==> config.mk <==
export PLATFORM = sky130hd
export DESIGN_NAME = master_arbiter_r
export DESIGN_NICKNAME = d
export VERILOG_FILES = /design/src/rtl/master_arb_pkg.sv /design/src/rtl/rr_pick4.sv /design/src/rtl/master_arbiter_r.sv
export SDC_FILE = /design/constraint.sdc
export NUM_CORES = 1
export LEC_CHECK = 0
export ABC_AREA = 1
export BUFFER_PORTS_ARGS = -buffer_cell sky130_fd_sc_hd__buf_2
export CAP_MARGIN = 20
export CORE_ASPECT_RATIO = 1.25
export CORE_MARGIN = 10
export CORE_UTILIZATION = 40
export DETAILED_ROUTE_END_ITERATION = 7
export PLACE_DENSITY_LB_ADDON = 0.08
export SYNTH_ARGS = -nofsm -noshare
export SYNTH_HDL_FRONTEND = slang
export SYNTH_HIERARCHICAL = 1
export SYNTH_SLANG_ARGS = --single-unit
export TNS_END_PERCENT = 1
==> constraint.sdc <==
create_clock -name aclk -period 2.85 [get_ports aclk]
set_input_delay 0 -clock aclk [delete_from_list [all_inputs] [get_ports aclk]]
set_output_delay 0 -clock aclk [all_outputs]
set_load 0.01 [all_outputs]
==> src/rtl/master_arb_pkg.sv <==
// Shared definitions for the AXI read/write channel arbiters: state encoding,
// master count, index type and grant decode helper.
package master_arb_pkg;

    localparam int NUM_MASTERS = 4;

    localparam logic [1:0] ST_IDLE = 2'd0;
    localparam logic [1:0] ST_ADDR = 2'd1;
    localparam logic [1:0] ST_DATA = 2'd2;

    typedef logic [1:0] mst_idx_t;

    function automatic logic [NUM_MASTERS-1:0] idx_to_onehot(input mst_idx_t idx);
        logic [NUM_MASTERS-1:0] oh;
        oh      = 4'b0000;
        oh[idx] = 1'b1;
        return oh;
    endfunction

endpackage

==> src/rtl/rr_pick4.sv <==
// Combinational 4-request round-robin picker: returns the first requester
// found searching ptr, ptr+1, ... (mod 4).
module rr_pick4 import master_arb_pkg::*; (
    input  logic [3:0] req,
    input  mst_idx_t   ptr,
    output logic       valid,
    output mst_idx_t   idx
);

    logic [3:0] rot_s;
    mst_idx_t   off_s;

    // Rotate so that bit 0 is the request at the pointer position.
    always_comb begin
        rot_s = req;
        case (ptr)
            2'd0:    rot_s = req;
            2'd1:    rot_s = {req[0],   req[3:1]};
            2'd2:    rot_s = {req[1:0], req[3:2]};
            2'd3:    rot_s = {req[2:0], req[3]};
            default: rot_s = req;
        endcase
    end

    // Fixed-priority encode of the rotated vector.
    always_comb begin
        valid = 1'b0;
        off_s = 2'd0;
        if (rot_s[0]) begin
            valid = 1'b1;
            off_s = 2'd0;
        end else if (rot_s[1]) begin
            valid = 1'b1;
            off_s = 2'd1;
        end else if (rot_s[2]) begin
            valid = 1'b1;
            off_s = 2'd2;
        end else if (rot_s[3]) begin
            valid = 1'b1;
            off_s = 2'd3;
        end else begin
            valid = 1'b0;
            off_s = 2'd0;
        end
    end

    assign idx = ptr + off_s;

endmodule

==> src/rtl/master_arbiter_r.sv <==
// Round-robin read-channel arbiter for a 4-master / 1-slave AXI read path.
// Optional R-channel watchdog enabled by defining MASTER_ARBITER_R_TIMEOUT_EN.
module master_arbiter_r #(
    parameter int TIMEOUT_CYCLES = 1024,
    parameter int TO_CNT_W       = 11
) (
    input  logic       aclk,
    input  logic       areset,
    input  logic       m0_axi_arvalid,
    input  logic       m1_axi_arvalid,
    input  logic       m2_axi_arvalid,
    input  logic       m3_axi_arvalid,
    input  logic       s_arvalid,
    input  logic       m_arready,
    input  logic       s_rready,
    input  logic       m_rvalid,
    input  logic       m_rlast,
    output logic       m0_read_accept,
    output logic       m1_read_accept,
    output logic       m2_read_accept,
    output logic       m3_read_accept,
    output logic       rd_busy,
    output logic [1:0] rd_grant_idx
`ifdef MASTER_ARBITER_R_TIMEOUT_EN
    ,
    output logic       rd_timeout
`endif
);

    import master_arb_pkg::*;

    logic [1:0]             state_r;
    logic [1:0]             state_nxt_s;
    mst_idx_t               ptr_r;
    mst_idx_t               ptr_nxt_s;
    mst_idx_t               idx_r;
    mst_idx_t               idx_nxt_s;
    logic [NUM_MASTERS-1:0] accept_r;
    logic [NUM_MASTERS-1:0] accept_nxt_s;
    logic                   busy_r;
    logic                   busy_nxt_s;

    logic [3:0]             req_s;
    logic                   pick_valid_s;
    mst_idx_t               pick_idx_s;
    logic                   ar_hs_s;
    logic                   r_hs_s;
    logic                   r_last_hs_s;
    logic                   to_fire_s;

    assign req_s       = {m3_axi_arvalid, m2_axi_arvalid, m1_axi_arvalid, m0_axi_arvalid};
    assign ar_hs_s     = s_arvalid & m_arready;
    assign r_hs_s      = m_rvalid & s_rready;
    assign r_last_hs_s = r_hs_s & m_rlast;

    rr_pick4 u_pick (
        .req   (req_s),
        .ptr   (ptr_r),
        .valid (pick_valid_s),
        .idx   (pick_idx_s)
    );

`ifdef MASTER_ARBITER_R_TIMEOUT_EN
    logic [TO_CNT_W-1:0] to_cnt_r;
    logic                timeout_r;

    // The counter sits at zero outside DATA, so it is already clear on entry.
    assign to_fire_s = (state_r == ST_DATA) & ~r_hs_s &
                       (to_cnt_r == TO_CNT_W'(TIMEOUT_CYCLES - 1));

    // Watchdog counter: counts DATA cycles since the last R handshake.
    always_ff @(posedge aclk) begin
        if (areset) begin
            to_cnt_r <= TO_CNT_W'(0);
        end else if (state_r != ST_DATA) begin
            to_cnt_r <= TO_CNT_W'(0);
        end else if (r_hs_s) begin
            to_cnt_r <= TO_CNT_W'(0);
        end else begin
            to_cnt_r <= to_cnt_r + TO_CNT_W'(1);
        end
    end

    // Sticky timeout flag, cleared only by reset.
    always_ff @(posedge aclk) begin
        if (areset) begin
            timeout_r <= 1'b0;
        end else if (to_fire_s) begin
            timeout_r <= 1'b1;
        end else begin
            timeout_r <= timeout_r;
        end
    end

    assign rd_timeout = timeout_r;
`else
    assign to_fire_s = 1'b0;
`endif

    // Next-state and next-output decode for the grant FSM.
    always_comb begin
        state_nxt_s  = state_r;
        ptr_nxt_s    = ptr_r;
        idx_nxt_s    = idx_r;
        accept_nxt_s = accept_r;
        busy_nxt_s   = busy_r;
        case (state_r)
            ST_IDLE: begin
                if (pick_valid_s) begin
                    state_nxt_s  = ST_ADDR;
                    idx_nxt_s    = pick_idx_s;
                    accept_nxt_s = idx_to_onehot(pick_idx_s);
                    busy_nxt_s   = 1'b1;
                end else begin
                    state_nxt_s  = ST_IDLE;
                    accept_nxt_s = 4'b0000;
                    busy_nxt_s   = 1'b0;
                end
            end
            ST_ADDR: begin
                // A master dropping ARVALID here simply keeps the grant parked.
                if (ar_hs_s) begin
                    state_nxt_s = ST_DATA;
                end else begin
                    state_nxt_s = ST_ADDR;
                end
            end
            ST_DATA: begin
                if (r_last_hs_s || to_fire_s) begin
                    state_nxt_s  = ST_IDLE;
                    accept_nxt_s = 4'b0000;
                    busy_nxt_s   = 1'b0;
                    ptr_nxt_s    = idx_r + 2'd1;
                end else begin
                    state_nxt_s = ST_DATA;
                end
            end
            default: begin
                state_nxt_s  = ST_IDLE;
                accept_nxt_s = 4'b0000;
                busy_nxt_s   = 1'b0;
            end
        endcase
    end

    // FSM and registered output state.
    always_ff @(posedge aclk) begin
        if (areset) begin
            state_r  <= ST_IDLE;
            ptr_r    <= 2'd0;
            idx_r    <= 2'd0;
            accept_r <= 4'b0000;
            busy_r   <= 1'b0;
        end else begin
            state_r  <= state_nxt_s;
            ptr_r    <= ptr_nxt_s;
            idx_r    <= idx_nxt_s;
            accept_r <= accept_nxt_s;
            busy_r   <= busy_nxt_s;
        end
    end

    assign m0_read_accept = accept_r[0];
    assign m1_read_accept = accept_r[1];
    assign m2_read_accept = accept_r[2];
    assign m3_read_accept = accept_r[3];
    assign rd_busy        = busy_r;
    assign rd_grant_idx   = idx_r;

endmodule

# ---- Word level (Yosys, flattened, before mapping)
# Cells that the tools add are included.
dict set report classes {
  add_sub_neg 2
  n_lt_le_gt_ge 2
  n_eq_ne 6
  n_mux 21
  n_bitwise 4
  n_reduce_logical 6
}
# op count
set op_table {}
lappend op_table {{$pmux 4 s4} 1}
lappend op_table {{$mux 2} 6}
lappend op_table {{$pmux 4 s3} 1}
lappend op_table {{$mux 1} 8}
lappend op_table {{$mux 4} 2}
lappend op_table {{$eq 2x2->1 const B} 3}
lappend op_table {{$pmux 2 s3} 1}
lappend op_table {{$reduce_and 2->1} 3}
lappend op_table {{$eq 2x1->1 const B} 2}
lappend op_table {{$logic_not 2->1} 2}
lappend op_table {{$and 1x1->1} 3}
lappend op_table {{$lt 2x3->1 const B} 1}
lappend op_table {{$pmux 1 s3} 1}
lappend op_table {{$add 2x1->2 const B} 1}
lappend op_table {{$add 2x2->2} 1}
lappend op_table {{$demux 1 s2} 1}
lappend op_table {{$ge 2x1->1 const B} 1}
lappend op_table {{$ne 2x2->1 const B} 1}
lappend op_table {{$logic_and 1x1->1} 1}
lappend op_table {{$not 1->1} 1}
dict set report totals {
  register_bits 11
  inputBits 11
  out_inout_bits 7
  elab_cells 46
}

# ---- Longest topological paths before layout
dict set report depth {
  depth_word 13
  ltp_mapped 15
  depth_no_buf 14
}

# ---- Cells and area by module
# The synthesis kept the hierarchy.
# module instances cells_per_inst area_per_inst_um2 seq_area_each_um2
set modules_own_cells {}
lappend modules_own_cells {master_arbiter_r 1 60 457.9 220.2}
lappend modules_own_cells {rr_pick4 1 43 274.0 0.0}

# ---- Least setup slack after synthesis
# Ideal clock, no wire load.
dict set report synth_path {
  kind {register -> register}
  start {reg ptr_r[0]}
  end {reg accept_r[0]}
  setup_time_ns 0.070
  arrival_ns 1.763
  t_required_ns 2.780
  setup_slack_ns 1.017
  path_stages_with_launch 16
  path_buffers 1
  period_less_slack_ns 1.833
  cell_sequence {dfxtp_1 buf_6 nor2_2 inv_1 nor2_2 nor2_2 a21oi_1 nor2_1 ha_1 xor2_1 inv_1 nand3_1 nand2_1 inv_1 nand4_1 a21oi_1}
}
dict set report synth_between {
  elab_chain_cells 13
  word_cells_on_any_way 21
  classes_between {add/sub: 1; order compare: 2; eq/ne: 3; mux: 13; reduce/logical: 2}
}
# element line
set synth_rtl {}
lappend synth_rtl {{start, declared} master_arbiter_r.sv:34} ;# mst_idx_t ptr_r;
lappend synth_rtl {{start signal, assigned} master_arbiter_r.sv:156} ;# ptr_r <= ptr_nxt_s;
lappend synth_rtl {{$eq 2x2->1, or another cell as far along} rr_pick4.sv:16} ;# case (ptr)
lappend synth_rtl {{$pmux 4 s4} rr_pick4.sv:16}
lappend synth_rtl {{$mux 2} rr_pick4.sv:38} ;# end else if (rot_s[3]) begin
lappend synth_rtl {{$mux 2} rr_pick4.sv:35} ;# end else if (rot_s[2]) begin
lappend synth_rtl {{$mux 2} rr_pick4.sv:32} ;# end else if (rot_s[1]) begin
lappend synth_rtl {{$mux 2} rr_pick4.sv:29} ;# if (rot_s[0]) begin
lappend synth_rtl {{$add 2x2->2 (*)} rr_pick4.sv:47} ;# assign idx = ptr + off_s;
lappend synth_rtl {{named net pick_idx_s[1]} master_arbiter_r.sv:45} ;# mst_idx_t pick_idx_s;
lappend synth_rtl {{$lt 2x3->1 (not written as such) or $ge 2x1->1 (tied branches)} master_arb_pkg.sv:16} ;# oh[idx] = 1'b1;
lappend synth_rtl {{$logic_and 1x1->1 (not written as such)} master_arb_pkg.sv:16}
lappend synth_rtl {{$mux 1 (not written as such)} master_arb_pkg.sv:16}
lappend synth_rtl {{$demux 1 s2 (*)} master_arb_pkg.sv:16}
lappend synth_rtl {{$mux 4 (*)} master_arbiter_r.sv:109} ;# if (pick_valid_s) begin
lappend synth_rtl {{$pmux 4 s3 (*)} master_arbiter_r.sv:107} ;# case (state_r)
lappend synth_rtl {{end signal, assigned} master_arbiter_r.sv:158} ;# accept_r <= accept_nxt_s;
lappend synth_rtl {{end, declared} master_arbiter_r.sv:38} ;# logic [NUM_MASTERS-1:0] accept_r;
# The timed path passes the listed nets; every way through them passes the cells marked *.
# A chain may end at the register's enable or synchronous reset.

# ---- Final worst setup path
# Ends and elaborated chain as after synthesis.

==> flow_summary.yaml <==
cts:
  post_cts_resized: 0
  clock-sinks: 11
  worstSkewPairLatency_ps: 260
  clkTransAtPathRegs_ps: 70
  cts_buffers: 3
  root_buffer: "clkbuf_4"
  cts_max_level: 1
  post_cts_buffers: 0
  hold_buffers: 0
  cts_tree: "yes"
  clockBufferDepth: 2
yosys:
  yosys-top-cells-area: "dfxtp_1 (30%), nand2_1 (11%), nand3_1 (10%), a21oi_1 (6.8%), nand3_2 (6.8%)"
  synth_async_sr_flop_share_pct: 0
  syn_nets: 115
  syn_inst: 103
  yosysTopAreaCell: "dfxtp_1"
  yosys.area.top_type_share_pct: 30.09
  netlist_top_cells_count: "nand2_1 (21), nand3_1 (15), dfxtp_1 (11), a21oi_1 (10), inv_1 (9)"
  yosys_warnings: 6
  synth_most_common_cell: "nand2_1"
  yosysSeqAreaShare_pct: 30.09
  ys_ff_latch: 11
  synth-edff-count: 0
  synthFlopType: "dfxtp_1"
  ys_types: 20
  syn_area_per_cell_um2: 7.106
  syn-cell-area_um2: 732.0
sta:
  fin_crit_sh_pct: 80.05
  fin_crit_ps: 2281
  fmax_ghz: 0.4383
  finalSetupTns_ps: 0
  rsz0062_at_grt: "no"
  finalSetupViolations: 0
  skew_ps: 4.997
  worst_pin_slew_ps: 508.3
  max_slew_margin_pct: 66.07
  finalWorstSetupSlack_ps: 568.6
  drv_slew: 0
  hold_viol: 0
  hold_slack_ps: 4.410
setup_path:
  worstSetupPathType: "register to register"
  cp_slowest_cell: "dfxtp_1"
  cp_num_buf_inv: 3
  cp-start-kind: "register"
  crit_required_ps: 3050
  crit_arrival_ps: 2480
  path_delay_family: "simple AND/OR/NAND/NOR gates"
  cp_max_fo: 12
  path_cells: "inv_2, nand3_1, nand3_2, nor2_2, a21oi_1, nor2_1, ha_1, xor2_1, inv_1, nand3_1, nand2_1, inv_1, nand4_1, a21oi_1"
  critPathMaxStageDelay_ps: 610
  critPathCaptureType: "register"
grt:
  grt_max_degree: 13
  grt_pass1_wl_um: 3146
  antenna_found_initial: 0
  overflow: 0
  grt_pass1_vias: 747
  track_usage_pct: 9.617
routing:
  wirelength_um: 1705
  avgViaCountPerCell: 5.171
  final_antenna_net_count: 0
  drc: 0
  vias: 724
  drt-met1-wl_um: 708
  drtIter0Drc: 15
  dr_wl_met2_um: 877
  route.met3.wl_um: 79
  wl_per_cell_um: 12.18
  top_layer: "met4"
  drtPass1Iterations: 4
floorplanning:
  start_util_pct: 41.97
  dieHeight_um: 67.83
  io_pins: 18
  die_w_um: 58.26
  core-area_um2: 1744
  die_area_um2: 3951
  row_count: 17
min_path:
  hp-class: "input pin to register"
cells_and_area:
  fillers: 195
  diodes: 0
  layout.nets: 134
  drive_gt1_share_pct: 32.23
  final-seq-area_um2: 220.2
  areaGrowthSynthToFinish_pct: 14.87
  fin_util_pct: 48.21
  multi_input_area_um2: 435.4
power:
  power_leakage_nw: 0.3835
  clockPowerShare_pct: 30.1
  peakVddDrop_uv: 287.2
  p_sw_share_pct: 28.91
  share_seq_of_total_power_pct: 49.5
  internal_power_mw: 0.2444
  power_switching_mw: 0.09940
  combPwrFrac_pct: 20.4
  power_density_nw_per_um2: 408.9
run:
  maxCapViolCount: 0
placement:
  gp_congestion: 0.8659
  dpl.hpwl_um: 1414
  preCtsSetupSlack_ps: 594.1
  io_buffers: 17
outcome:
  status: "finished, final reports clean"
[path summary, 6_finish.rpt]
path | cells after the start | slack [ps] | start | endpoint
hold / removal | 3 | 4 | m_arready | state_r[1]
hold reg to reg | 2 | 460 | accept_r[2] | accept_r[2]
setup reg to reg | 14 | 570 | ptr_r[0] | accept_r[0]
setup / recovery | 14 | 570 | ptr_r[0] | accept_r[0]
[stage by stage]
step	power, mW	cells	instance area (µm²)
2_1_floorplan	0.2190	103	732.0
3_3_place_gp	0.2434	136	814.5
3_5_place_dp	0.2445	136	814.5
4_1_cts	0.3508	140	840.8
5_1_grt	0.3662	140	840.8
6_report	0.3438	140	840.8
[cells in the final DEF (no fill, tap or decap)]
cell type | synthesis | final
a21oi_1 | 10 | 10
nand2_1 | 21 | 21
dfxtp_1 | 11 | 11
nand2_4 | 1 | 1
clkbuf_4 | 0 | 3
inv_2 | 2 | 2
inv_6 | 1 | 1
nand3_1 | 15 | 15
buf_2 | 0 | 17
xnor2_1 | 1 | 1
xor2_1 | 1 | 1
nand4_2 | 2 | 2
nand4_1 | 6 | 6
nor2_4 | 1 | 1
nand2_2 | 1 | 1
ha_1 | 1 | 1
nand3_2 | 5 | 5
nor2_2 | 6 | 6
inv_1 | 9 | 9
clkbuf_1 | 1 | 1
nor2_1 | 6 | 6
[logic make-up after synthesis]
family / after synthesis / share of synthesized area [%]
and+or+nand+nor: 64 / 48.55
buffers and inverters: 15 / 10.43
DFF: 11 / 30.09
AOI/OAI and AO/OA: 10 / 6.838
xor gates and xnor gates: 2 / 2.394
adders and majority gates: 1 / 1.709
[per-layer routing]
| metal | GRT usage (%) | vias up |
|---|---|---|
| li1 | - | 385 |
| met1 | 9.654 | 320 |
| met2 | 18.09 | 15 |
| met3 | 2.222 | 4 |
| met4 | 4.706 | 0 |
| met5 | 0 | - |
[area by class of cell]
class | count | area share (%)
clock buffer | 4 | 3.125
multi-input combinational | 77 | 51.79
inverter | 12 | 5.952
sequential | 11 | 26.19
timing repair buffer | 17 | 10.12
tap | 19 | 2.827
[sequential cells by signal, summed over array words and instances (netlist names)]
signal and cells:
rd_busy 1, ptr_r 2, rd_grant_idx 2, accept_r 4
state_r 2
[power by group through the flow]
stage / logic [mW] / clock network, mW / registers [mW]
2_1_floorplan: 0.0430 / 0 / 0.176
3_3_place_gp: 0.0699 / 0 / 0.174
3_5_place_dp: 0.0706 / 0 / 0.174
4_1_cts: 0.0710 / 0.109 / 0.170
5_1_grt: 0.0800 / 0.115 / 0.172
6_report: 0.0701 / 0.103 / 0.170
[worst min-delay path, stage by stage]
cell     delay (ps)
buf_2            90
nand2_1          70
a21oi_1          60
Note: power is estimated with default switching activity, not from simulation.
